File: src/rtl/peak_rms_pkg.sv
// Shared types and default widths for the per-frame peak / energy accumulator.
package peak_rms_pkg;

    localparam int SAMPLE_W_DEF = 24;
    localparam int CNT_W_DEF    = 16;

    // Sum-of-squares width: a full-precision square per sample, plus headroom
    // for the largest count the frame counter can reach.
    function automatic int acc_w(input int sample_w, input int cnt_w);
        return 2 * sample_w + cnt_w;
    endfunction

    localparam int ACC_W_DEF = acc_w(SAMPLE_W_DEF, CNT_W_DEF);

    typedef enum logic [1:0] {
        ST_ACC    = 2'd0,
        ST_FLUSH  = 2'd1,
        ST_RESULT = 2'd2
    } state_t;

    // Result beat layout at the default widths.
    typedef struct packed {
        logic [SAMPLE_W_DEF-1:0] peak;
        logic [ACC_W_DEF-1:0]    sumsq;
        logic [CNT_W_DEF-1:0]    count;
        logic                    sat;
    } result_t;

endpackage

File: src/rtl/sample_sq_stage.sv
// Stage 1: registers |x| and x^2 of an accepted sample with its last flag.
module sample_sq_stage
    import peak_rms_pkg::*;
#(
    parameter int SAMPLE_W = SAMPLE_W_DEF
) (
    input  logic                  clk,
    input  logic                  rst_n,
    input  logic                  in_valid,
    input  logic [SAMPLE_W-1:0]   in_sample,
    input  logic                  in_last,
    output logic                  out_valid,
    output logic [SAMPLE_W-1:0]   out_abs,
    output logic [2*SAMPLE_W-1:0] out_sq,
    output logic                  out_last
);

    logic                  valid_q, valid_d;
    logic [SAMPLE_W-1:0]   abs_q, abs_d;
    logic [2*SAMPLE_W-1:0] sq_q, sq_d;
    logic                  last_q, last_d;
    logic [SAMPLE_W-1:0]   mag;

    // Magnitude as unsigned: negating the most negative value wraps to
    // 2^(SAMPLE_W-1), which is exactly its magnitude when read unsigned.
    always_comb begin
        mag     = in_sample[SAMPLE_W-1] ? SAMPLE_W'(~in_sample + 1'b1) : in_sample;
        valid_d = in_valid;
        abs_d   = abs_q;
        sq_d    = sq_q;
        last_d  = last_q;
        if (in_valid) begin
            abs_d  = mag;
            sq_d   = {{SAMPLE_W{1'b0}}, mag} * {{SAMPLE_W{1'b0}}, mag};
            last_d = in_last;
        end
    end

    // Stage register; payload only loads on a valid beat.
    always_ff @(posedge clk) begin
        if (!rst_n) begin
            valid_q <= 1'b0;
            abs_q   <= '0;
            sq_q    <= '0;
            last_q  <= 1'b0;
        end else begin
            valid_q <= valid_d;
            abs_q   <= abs_d;
            sq_q    <= sq_d;
            last_q  <= last_d;
        end
    end

    assign out_valid = valid_q;
    assign out_abs   = abs_q;
    assign out_sq    = sq_q;
    assign out_last  = last_q;

endmodule

File: src/rtl/frame_peak_rms.sv
// Per-frame peak |x|, sum of squares and sample count, one result beat per
// s_last-terminated frame. Input stalls while a result is pending.
module frame_peak_rms
    import peak_rms_pkg::*;
#(
    parameter  int DATA_W   = 32,
    parameter  int SAMPLE_W = SAMPLE_W_DEF,
    parameter  int CNT_W    = CNT_W_DEF,
    localparam int ACC_W    = 2 * SAMPLE_W + CNT_W
) (
    input  logic                clk,
    input  logic                rst_n,
    input  logic                s_valid,
    output logic                s_ready,
    input  logic [DATA_W-1:0]   s_data,
    input  logic                s_last,
    output logic                m_valid,
    input  logic                m_ready,
    output logic [SAMPLE_W-1:0] m_peak,
    output logic [ACC_W-1:0]    m_sumsq,
    output logic [CNT_W-1:0]    m_count,
    output logic                m_sat
);

    typedef struct packed {
        logic [SAMPLE_W-1:0] peak;
        logic [ACC_W-1:0]    sumsq;
        logic [CNT_W-1:0]    count;
        logic                sat;
    } res_t;

    localparam logic [CNT_W-1:0] CNT_MAX = '1;
    localparam logic [CNT_W-1:0] CNT_PRE = CNT_MAX - 1'b1;

    state_t                state_q, state_d;
    logic [SAMPLE_W-1:0]   peak_q, peak_d;
    logic [ACC_W-1:0]      sumsq_q, sumsq_d;
    logic [CNT_W-1:0]      cnt_q, cnt_d;
    logic                  sat_q, sat_d;
    res_t                  res_q, res_d;
    logic                  m_valid_q, m_valid_d;

    logic                  s1_valid;
    logic [SAMPLE_W-1:0]   s1_abs;
    logic [2*SAMPLE_W-1:0] s1_sq;
    logic                  s1_last;
    logic                  s_fire;

    // Bits above the sample field carry nothing for this block.
    generate
        if (DATA_W > SAMPLE_W) begin : g_hi
            logic unused_hi;
            assign unused_hi = ^s_data[DATA_W-1:SAMPLE_W];
        end
    endgenerate

    assign s_ready = (state_q == ST_ACC) && rst_n;
    assign s_fire  = s_valid && s_ready;

    sample_sq_stage #(
        .SAMPLE_W (SAMPLE_W)
    ) u_sq (
        .clk       (clk),
        .rst_n     (rst_n),
        .in_valid  (s_fire),
        .in_sample (s_data[SAMPLE_W-1:0]),
        .in_last   (s_last),
        .out_valid (s1_valid),
        .out_abs   (s1_abs),
        .out_sq    (s1_sq),
        .out_last  (s1_last)
    );

    // Accumulate stage-1 samples, sequence the frame FSM and capture the result.
    always_comb begin
        state_d   = state_q;
        peak_d    = peak_q;
        sumsq_d   = sumsq_q;
        cnt_d     = cnt_q;
        sat_d     = sat_q;
        res_d     = res_q;
        m_valid_d = m_valid_q;

        if (s1_valid) begin
            if (s1_abs > peak_q) peak_d = s1_abs;
            // Once the counter is full, energy and count freeze; peak keeps tracking.
            if (cnt_q != CNT_MAX) begin
                sumsq_d = sumsq_q + ACC_W'(s1_sq);
                cnt_d   = cnt_q + 1'b1;
                if (cnt_q == CNT_PRE) sat_d = 1'b1;
            end else begin
                sat_d = 1'b1;
            end
        end

        case (state_q)
            ST_ACC: begin
                if (s_fire && s_last) state_d = ST_FLUSH;
            end
            // Stage 2 absorbs the last sample this cycle.
            ST_FLUSH: begin
                state_d = ST_RESULT;
            end
            ST_RESULT: begin
                if (!m_valid_q) begin
                    res_d     = '{peak: peak_q, sumsq: sumsq_q, count: cnt_q, sat: sat_q};
                    m_valid_d = 1'b1;
                end else if (m_ready) begin
                    m_valid_d = 1'b0;
                    res_d     = '0;
                    peak_d    = '0;
                    sumsq_d   = '0;
                    cnt_d     = '0;
                    sat_d     = 1'b0;
                    state_d   = ST_ACC;
                end
            end
            default: state_d = ST_ACC;
        endcase

        // s1_last is implied by the FLUSH state; kept for observability.
        if (s1_valid && s1_last && state_q == ST_ACC) state_d = state_d;
    end

    // State, accumulators and result register; reset drops any pending frame.
    always_ff @(posedge clk) begin
        if (!rst_n) begin
            state_q   <= ST_ACC;
            peak_q    <= '0;
            sumsq_q   <= '0;
            cnt_q     <= '0;
            sat_q     <= 1'b0;
            res_q     <= '0;
            m_valid_q <= 1'b0;
        end else begin
            state_q   <= state_d;
            peak_q    <= peak_d;
            sumsq_q   <= sumsq_d;
            cnt_q     <= cnt_d;
            sat_q     <= sat_d;
            res_q     <= res_d;
            m_valid_q <= m_valid_d;
        end
    end

    assign m_valid = m_valid_q;
    assign m_peak  = res_q.peak;
    assign m_sumsq = res_q.sumsq;
    assign m_count = res_q.count;
    assign m_sat   = res_q.sat;

endmodule
File: config.mk
export PLATFORM = sky130hd
export DESIGN_NAME = frame_peak_rms
export DESIGN_NICKNAME = d
export VERILOG_FILES = /design/src/rtl/peak_rms_pkg.sv /design/src/rtl/sample_sq_stage.sv /design/src/rtl/frame_peak_rms.sv
export SDC_FILE = /design/constraint.sdc
export NUM_CORES = 2
export LEC_CHECK = 0
export ABC_AREA = 1
export BUFFER_PORTS_ARGS = -buffer_cell sky130_fd_sc_hd__buf_2
export CAP_MARGIN = 20
export CORE_AREA = 5 5 237 239
export CTS_BUF_LIST = sky130_fd_sc_hd__clkbuf_4 sky130_fd_sc_hd__clkbuf_8
export CTS_CLUSTER_DIAMETER = 60
export DETAILED_ROUTE_END_ITERATION = 8
export DIE_AREA = 0 0 242 244
export PLACE_DENSITY = 0.85
export SLEW_MARGIN = 0
export SYNTH_ARGS = -nofsm -noshare
export SYNTH_HDL_FRONTEND = slang
export SYNTH_SLANG_ARGS = --single-unit
File: constraint.sdc
create_clock -name clk -period 17.1 [get_ports clk]
set_input_delay 1.71 -clock clk [delete_from_list [all_inputs] [get_ports clk]]
set_output_delay 1.71 -clock clk [all_outputs]
set_load 0.01 [all_outputs]
; After elaboration in Yosys (flattened, before gate mapping)
; Index checks and enable logic that the tools add are counted.
[totals]
regBits = 286
inputBits = 37
output_inout_bits = 107
[classes]
n_addsub = 3
multipliers = 1
order_cmp = 1
eq_ne = 8
muxes = 30
bitwise_logic = 1
n_reduce_logical = 6
[ops]
columns = op, count
row1 = $mux W64, 5
row2 = $mux W105, 2
row3 = $mux W24, 6
row4 = $mux W16, 5
row5 = $add A64 B48 Y64, 1
row6 = $mul A24 B24 Y48, 1
row7 = $add A24 B1 Y24 const B, 1
row8 = $gt A24 B24 Y1, 1
row9 = $not A24 Y24, 1
row10 = $add A16 B1 Y16 const B, 1
row11 = $eq A16 B16 Y1 const B, 1
row12 = $ne A16 B16 Y1 const B, 1
row13 = $mux W1, 8
row14 = $mux W2, 3
row15 = $ne A2 B2 Y1 const B, 3
row16 = $pmux W2 S3, 1
row17 = $logic_and A1 B1 Y1, 3
row18 = $reduce_and A3 Y1, 1
row19 = $eq A2 B1 Y1 const B, 1
row20 = $eq A2 B2 Y1 const B, 1
row21 = $logic_not A2 Y1, 1
row22 = $ne A2 B1 Y1 const B, 1
row23 = $reduce_and A2 Y1, 1

; Logic depth before layout (Yosys ltp)
[logic_depth]
word_depth = 7
depth_mapped = 39

; Cells and area by module
; Synthesis repeated with hierarchy kept, for this count alone.
[hier_totals]
cells_unflattened = 4784
hier_area_um2 = 33875.0
[by_module_without_submodules]
columns = module, n_inst, cells_each, area_each_um2
row1 = sample_sq_stage, 1, 2777, 20791.2
row2 = frame_peak_rms, 1, 2007, 13083.8

; Worst setup path after synthesis
; OpenSTA, ideal clock, no wires.
[synth_timing]
path_type = input to register
from = input port s_data[0]
to = register u_sq.sq_q[36] (netlist: u_sq.out_sq[36])
t_arrival_ps = 8274
required_ps = 16991
path_slack_ps = 8717
path_stages = 36
path_cell_list = inv_2 -> clkbuf_1 -> ha_1 -> nand4_2 -> nor2_2 -> nand2_1 -> nand2_1 -> o21ai_1 -> or2_1 -> nand2_1 -> buf_4 -> nand2_1 -> fa_1 -> inv_1 -> fa_1 -> fa_1 -> inv_1 -> fa_1 -> inv_1 -> fa_1 -> inv_1 -> fa_1 -> inv_1 -> fa_1 -> ha_1 -> nand2_1 -> nor2_1 -> nand2_1 -> nor2_1 -> nand2_1 -> nand3_1 -> nand2_1 -> nand3_1 -> nand3_1 -> nand2_1 -> inv_1
[synth_between]
elab_chain_len = 4
[synth_lines]
columns = element, line_no
row1 = "start, declared", frame_peak_rms.sv:15  ; input logic [DATA_W-1:0] s_data,
row2 = $not A24 Y24, sample_sq_stage.sv:27  ; mag = in_sample[SAMPLE_W-1] ? SAMPLE_W'(~in_sample + 1'b1) : in_sample;
row3 = $add A24 B1 Y24, sample_sq_stage.sv:27
row4 = $mux W24, sample_sq_stage.sv:27
row5 = named net u_sq.mag[20], sample_sq_stage.sv:22  ; logic [SAMPLE_W-1:0] mag;
row6 = $mul A24 B24 Y48, sample_sq_stage.sv:34  ; sq_d = {{SAMPLE_W{1'b0}}, mag} * {{SAMPLE_W{1'b0}}, mag};
row7 = "end signal, assigned", sample_sq_stage.sv:49  ; sq_q <= sq_d;
row8 = "end, declared", sample_sq_stage.sv:20  ; logic [2*SAMPLE_W-1:0] sq_q, sq_d;
; The timed path passes the listed nets, and every way through them passes these cells.
; A chain may end at the register's enable or synchronous reset.

; Final worst setup path
[layout_timing]
from = input port s_data[0]
to = register u_sq.sq_q[40] (netlist: u_sq.out_sq[40])
[layout_between]
elab_chain_len = 4
[layout_lines]
columns = element, line_no
row1 = $not A24 Y24, sample_sq_stage.sv:27
row2 = $add A24 B1 Y24, sample_sq_stage.sv:27
row3 = $mux W24 (*), sample_sq_stage.sv:27
row4 = $mul A24 B24 Y48 (*), sample_sq_stage.sv:34
; Mark *: on every way between the ends. The rest lies on a longest branch, timed or not.

==> results by stage <==
Clocking:
- Clock latency on the worst-skew pair, taken at its later pin, is 650 ps.
- The clock net in this run drives a total of 284 sinks.
- The number of buffers inserted for hold repair after clock tree synthesis is 0.
- Counting along the longest clock path gives a buffer depth of 3.
- Clock-pin slew was measured on the worst setup and hold paths at 60 ps.
- Once the clock tree was built, the setup fixing pass inserted 0 buffers.
- The TritonCTS buffer count is 48.
- The clock tree synthesis step divided the H-tree into 2 levels.
- The number of cells upsized or downsized after cts is 0.
- The TritonCTS clock tree is yes.
- The tree is rooted in a sky130_fd_sc_hd__clkbuf_8.

Critical path:
- STA classifies the critical path startpoint as a primary input.
- The terminus of the critical flop-to-flop path is peak_q[6]$_SDFF_PN0_.
- The element type at the critical path end is a register.
- The critical path endpoint is u_sq.out_sq[40]$_SDFFE_PN0P_.
- The worst-path maximum fanout is 23.
- The worst register-to-register path begins at peak_q[15]$_SDFF_PN0_.
- Among the stages of the critical path, the cell type that occurs most often is sky130_fd_sc_hd__nand2_1.
- The worst setup path is of the primary input to register kind.
- For the worst flop-to-flop path, the logic depth is 11.
- The setup slack on the worst flop-to-flop path is 14060 ps.
- On the critical path, the stage with the largest delay is an instance of sky130_fd_sc_hd__clkinv_1.
- The critical path data arrival time is 10390 ps.
- The highest cell delay on the worst timing path is 840 ps.
- The worst setup path startpoint is s_data[0].
- The data required time of the worst path is 17630 ps.

Synthesis:
- The share of the Yosys chip area taken by registers is 17.0%.
- Of all flip-flops after synthesis, the portion carrying an async set or reset was 0%.
- The number of enable-type register cells in the synthesized netlist is 0.
- The count of cell types in the netlist is 55.
- In the synthesized netlist the dominant register cell turns out to be sky130_fd_sc_hd__dfxtp_1.
- The post-synthesis sequential element count is 284.
- The most common cell in the synthesized netlist is sky130_fd_sc_hd__inv_1.
- After synthesis, the largest area contributor takes up 25.3% of total cell area.
- During synthesis, Yosys emitted a total of 0 warnings.
- Synthesis produced 4639 cells.
- Dividing the synthesized area by the synthesized cell count gives 7.21 um^2.
- The largest total area in the synthesized netlist belongs to sky130_fd_sc_hd__fa_1.
- The cell area that synthesis handed to floorplanning was 33500 um^2.
- Ranked by instance count, the synthesized netlist is headed by sky130_fd_sc_hd__inv_1, sky130_fd_sc_hd__nand2_1, sky130_fd_sc_hd__fa_1.
- After synthesis, the cell types taking the most area are sky130_fd_sc_hd__fa_1, sky130_fd_sc_hd__dfxtp_1, sky130_fd_sc_hd__inv_1.

Drt:
- For this run, design rule violations remaining after detail routing come to 0.
- The vias after detailed routing is 29800.
- The final routed wirelength across all metal layers is 94600 um.
- The average detailed-routed wire length per instance is 17.3 um.
- The remaining number of nets flagged by the antenna check after routing is 0.
- The first detailed-routing pass took 6 iterations.
- For this block, the initial DRC count from the detailed router was 2373.
- After detailed routing, the number of vias per cell comes to 5.47.

STA:
- The max-slew headroom at the worst pin is 28.9%.
- The count of pins over their slew limit was 0.
- Setup repair after global routing left no endpoint under its margin.
- Based on the critical path, the design can be clocked at up to 101 MHz.
- For the finished layout, the period the worst path requires is 9860 ps.
- The count of final hold-check violations was 0.
- For the final routed database, the setup TNS stands at 0 ps.
- The setup skew after layout is 48.4 ps.
- Of the available clock period, the critical path in the final layout requires 57.7%.
- For the pin with the worst max-slew slack, the measured transition is 1070 ps.
- The post-route worst setup slack is 7240 ps.
- The count of endpoints failing setup in the final report is 0.

Final layout:
- The net count of the finished layout is 5430.
- Leaving out filler cells and counting taps, the final layout contains 5455.
- The fraction of final layout cells sized beyond drive strength 1 is 7.34%.
- The filler cells instantiated in the layout total 4612.
- From synthesis to final layout, the design area changed by 6.76%.

Floorplan:
- The area of the core is 53600 um^2.
- The full die area is 59000 um^2.
- The starting utilization of the core area is 62.4%.
- Measured along the x axis, the die boundary spans 242 um.
- The count of standard-cell rows is 85.
- The number of top-level design ports is 144.
- The overall die height is 244 um.

Status:
- The run finished with clean final reports.

Global route:
- The first global-routing pass estimated 153000 um of wire.
- Entering global routing, the biggest net connects 104 pins.
- The initial antenna violation count is 5.
- The number of global-route vias before repair is 29900.
- Global routing finished with a remaining overflow of 0.
- Across every metal layer, demand over resource in global routing totals 31.9%.

Place:
- The number of buffers inserted by port buffering is 135.
- The detailed placer's ending HPWL is 74700 um.
- Routability-driven placement finished with a final weighted congestion of 0.970.
- The worst-case setup slack after placement is 6860 ps.
- The total placed cells including tap cells is 5370.

Run:
- The max-cap violation count is 0.

Worst hold path:
- The worst hold path belongs to the class register to register.
placed cells by master, fill, tap and decap left out, types with 13 or more instances in the layout:
cell type	instances
sky130_fd_sc_hd__nand3_1	192
sky130_fd_sc_hd__buf_2	135
sky130_fd_sc_hd__fa_1	423
sky130_fd_sc_hd__nand2_2	13
sky130_fd_sc_hd__nand2_1	911
sky130_fd_sc_hd__nor3_1	32
sky130_fd_sc_hd__clkbuf_8	58
sky130_fd_sc_hd__nor2_1	394
sky130_fd_sc_hd__nand4_1	34
sky130_fd_sc_hd__xnor2_1	33
sky130_fd_sc_hd__conb_1	17
sky130_fd_sc_hd__o22ai_1	50
sky130_fd_sc_hd__o21bai_1	53
sky130_fd_sc_hd__o211ai_1	65
sky130_fd_sc_hd__ha_1	244
sky130_fd_sc_hd__a21oi_1	287
sky130_fd_sc_hd__o21a_1	21
sky130_fd_sc_hd__inv_1	1146
sky130_fd_sc_hd__xor2_1	37
sky130_fd_sc_hd__o21ai_0	147
sky130_fd_sc_hd__buf_4	25
sky130_fd_sc_hd__dfxtp_1	284
sky130_fd_sc_hd__nor2_2	17
sky130_fd_sc_hd__inv_2	35
cell type report:
| type | count | area, um^2 | area share [%] |
|---|---|---|---|
| Multi-Input combinational cell | 3043 | 22800 | 63.7 |
| Sequential cell | 284 | 5690 | 15.9 |
| Inverter | 1187 | 4470 | 12.5 |
| Timing Repair Buffer | 162 | 911 | 2.55 |
| Clock buffer | 68 | 873 | 2.44 |
| Tap cell | 696 | 871 | 2.44 |
| Clock inverter | 11 | 145 | 0.406 |
| Antenna cell | 4 | 10.0 | 0.0280 |
cells by family (layout without fill, tap and decap cells):
logic type	count (synthesis)	in the layout	share of synthesized area (%)
fa+ha+maj	667	667	34.4
other cells	2	21	0.0224
xor+xnor	70	70	1.83
buf+inv	1327	1428	15.3
compound gates	647	647	11.1
simple gates	1642	1642	20.4
flops	284	284	17.0
per-stage QoR:
step	hold slack (ps)	util, %	instance area (um^2)
3_5_place_dp	467	64.7	34700
2_1_floorplan	441	-	33500
6_report	478	66.7	35700
3_3_place_gp	452	64.7	34700
5_1_grt	506	66.7	35700
4_1_cts	478	66.6	35700
worst min path at each step:
| stage | cells past startpoint | endpoint | slack, ps | from |
|---|---|---|---|---|
| after CTS | 2 | sumsq_q[59]$_SDFF_PN0_ | 480 | sumsq_q[59]$_SDFF_PN0_ |
| final | 2 | sumsq_q[59]$_SDFF_PN0_ | 480 | sumsq_q[59]$_SDFF_PN0_ |
| after detailed placement | 2 | sumsq_q[55]$_SDFF_PN0_ | 470 | sumsq_q[55]$_SDFF_PN0_ |
| after global placement | 2 | sat_q$_SDFF_PN0_ | 450 | sat_q$_SDFF_PN0_ |
| after global routing | 2 | sumsq_q[60]$_SDFF_PN0_ | 510 | sumsq_q[60]$_SDFF_PN0_ |
| after floorplan | 2 | sat_q$_SDFF_PN0_ | 440 | sat_q$_SDFF_PN0_ |
critical path, delay by kind of cell:
kind / cells / cell delay (ps)
AO/OA/AOI/OAI: 1 / 310
adder cells (fa/ha/maj): 8 / 3930
buffers and inverters: 8 / 1780
AND/OR/NAND/NOR: 15 / 2650
sequential cells by signal, summed over array words and instances, names as in the netlist:
signal,count
m_sumsq,64
sumsq_q,64
peak_q,24
state_q,2
u_sq.out_abs,23
u_sq.out_valid,1
cnt_q,16
m_count,16
m_valid,1
u_sq.out_sq,47
m_peak,24
sat_q,1
m_sat,1
per-layer routing:
layer	up-vias	track usage, %	wire length [um]
met5	-	0	33
met4	6	11.8	3690
met3	268	5.86	7970
met2	1177	52.9	43800
met1	14200	42.0	39200
li1	14200	-	-
Power is left out: the tool's default activity adds up to more than one toggle a clock period on the data nets, which glitch-free logic cannot reach.
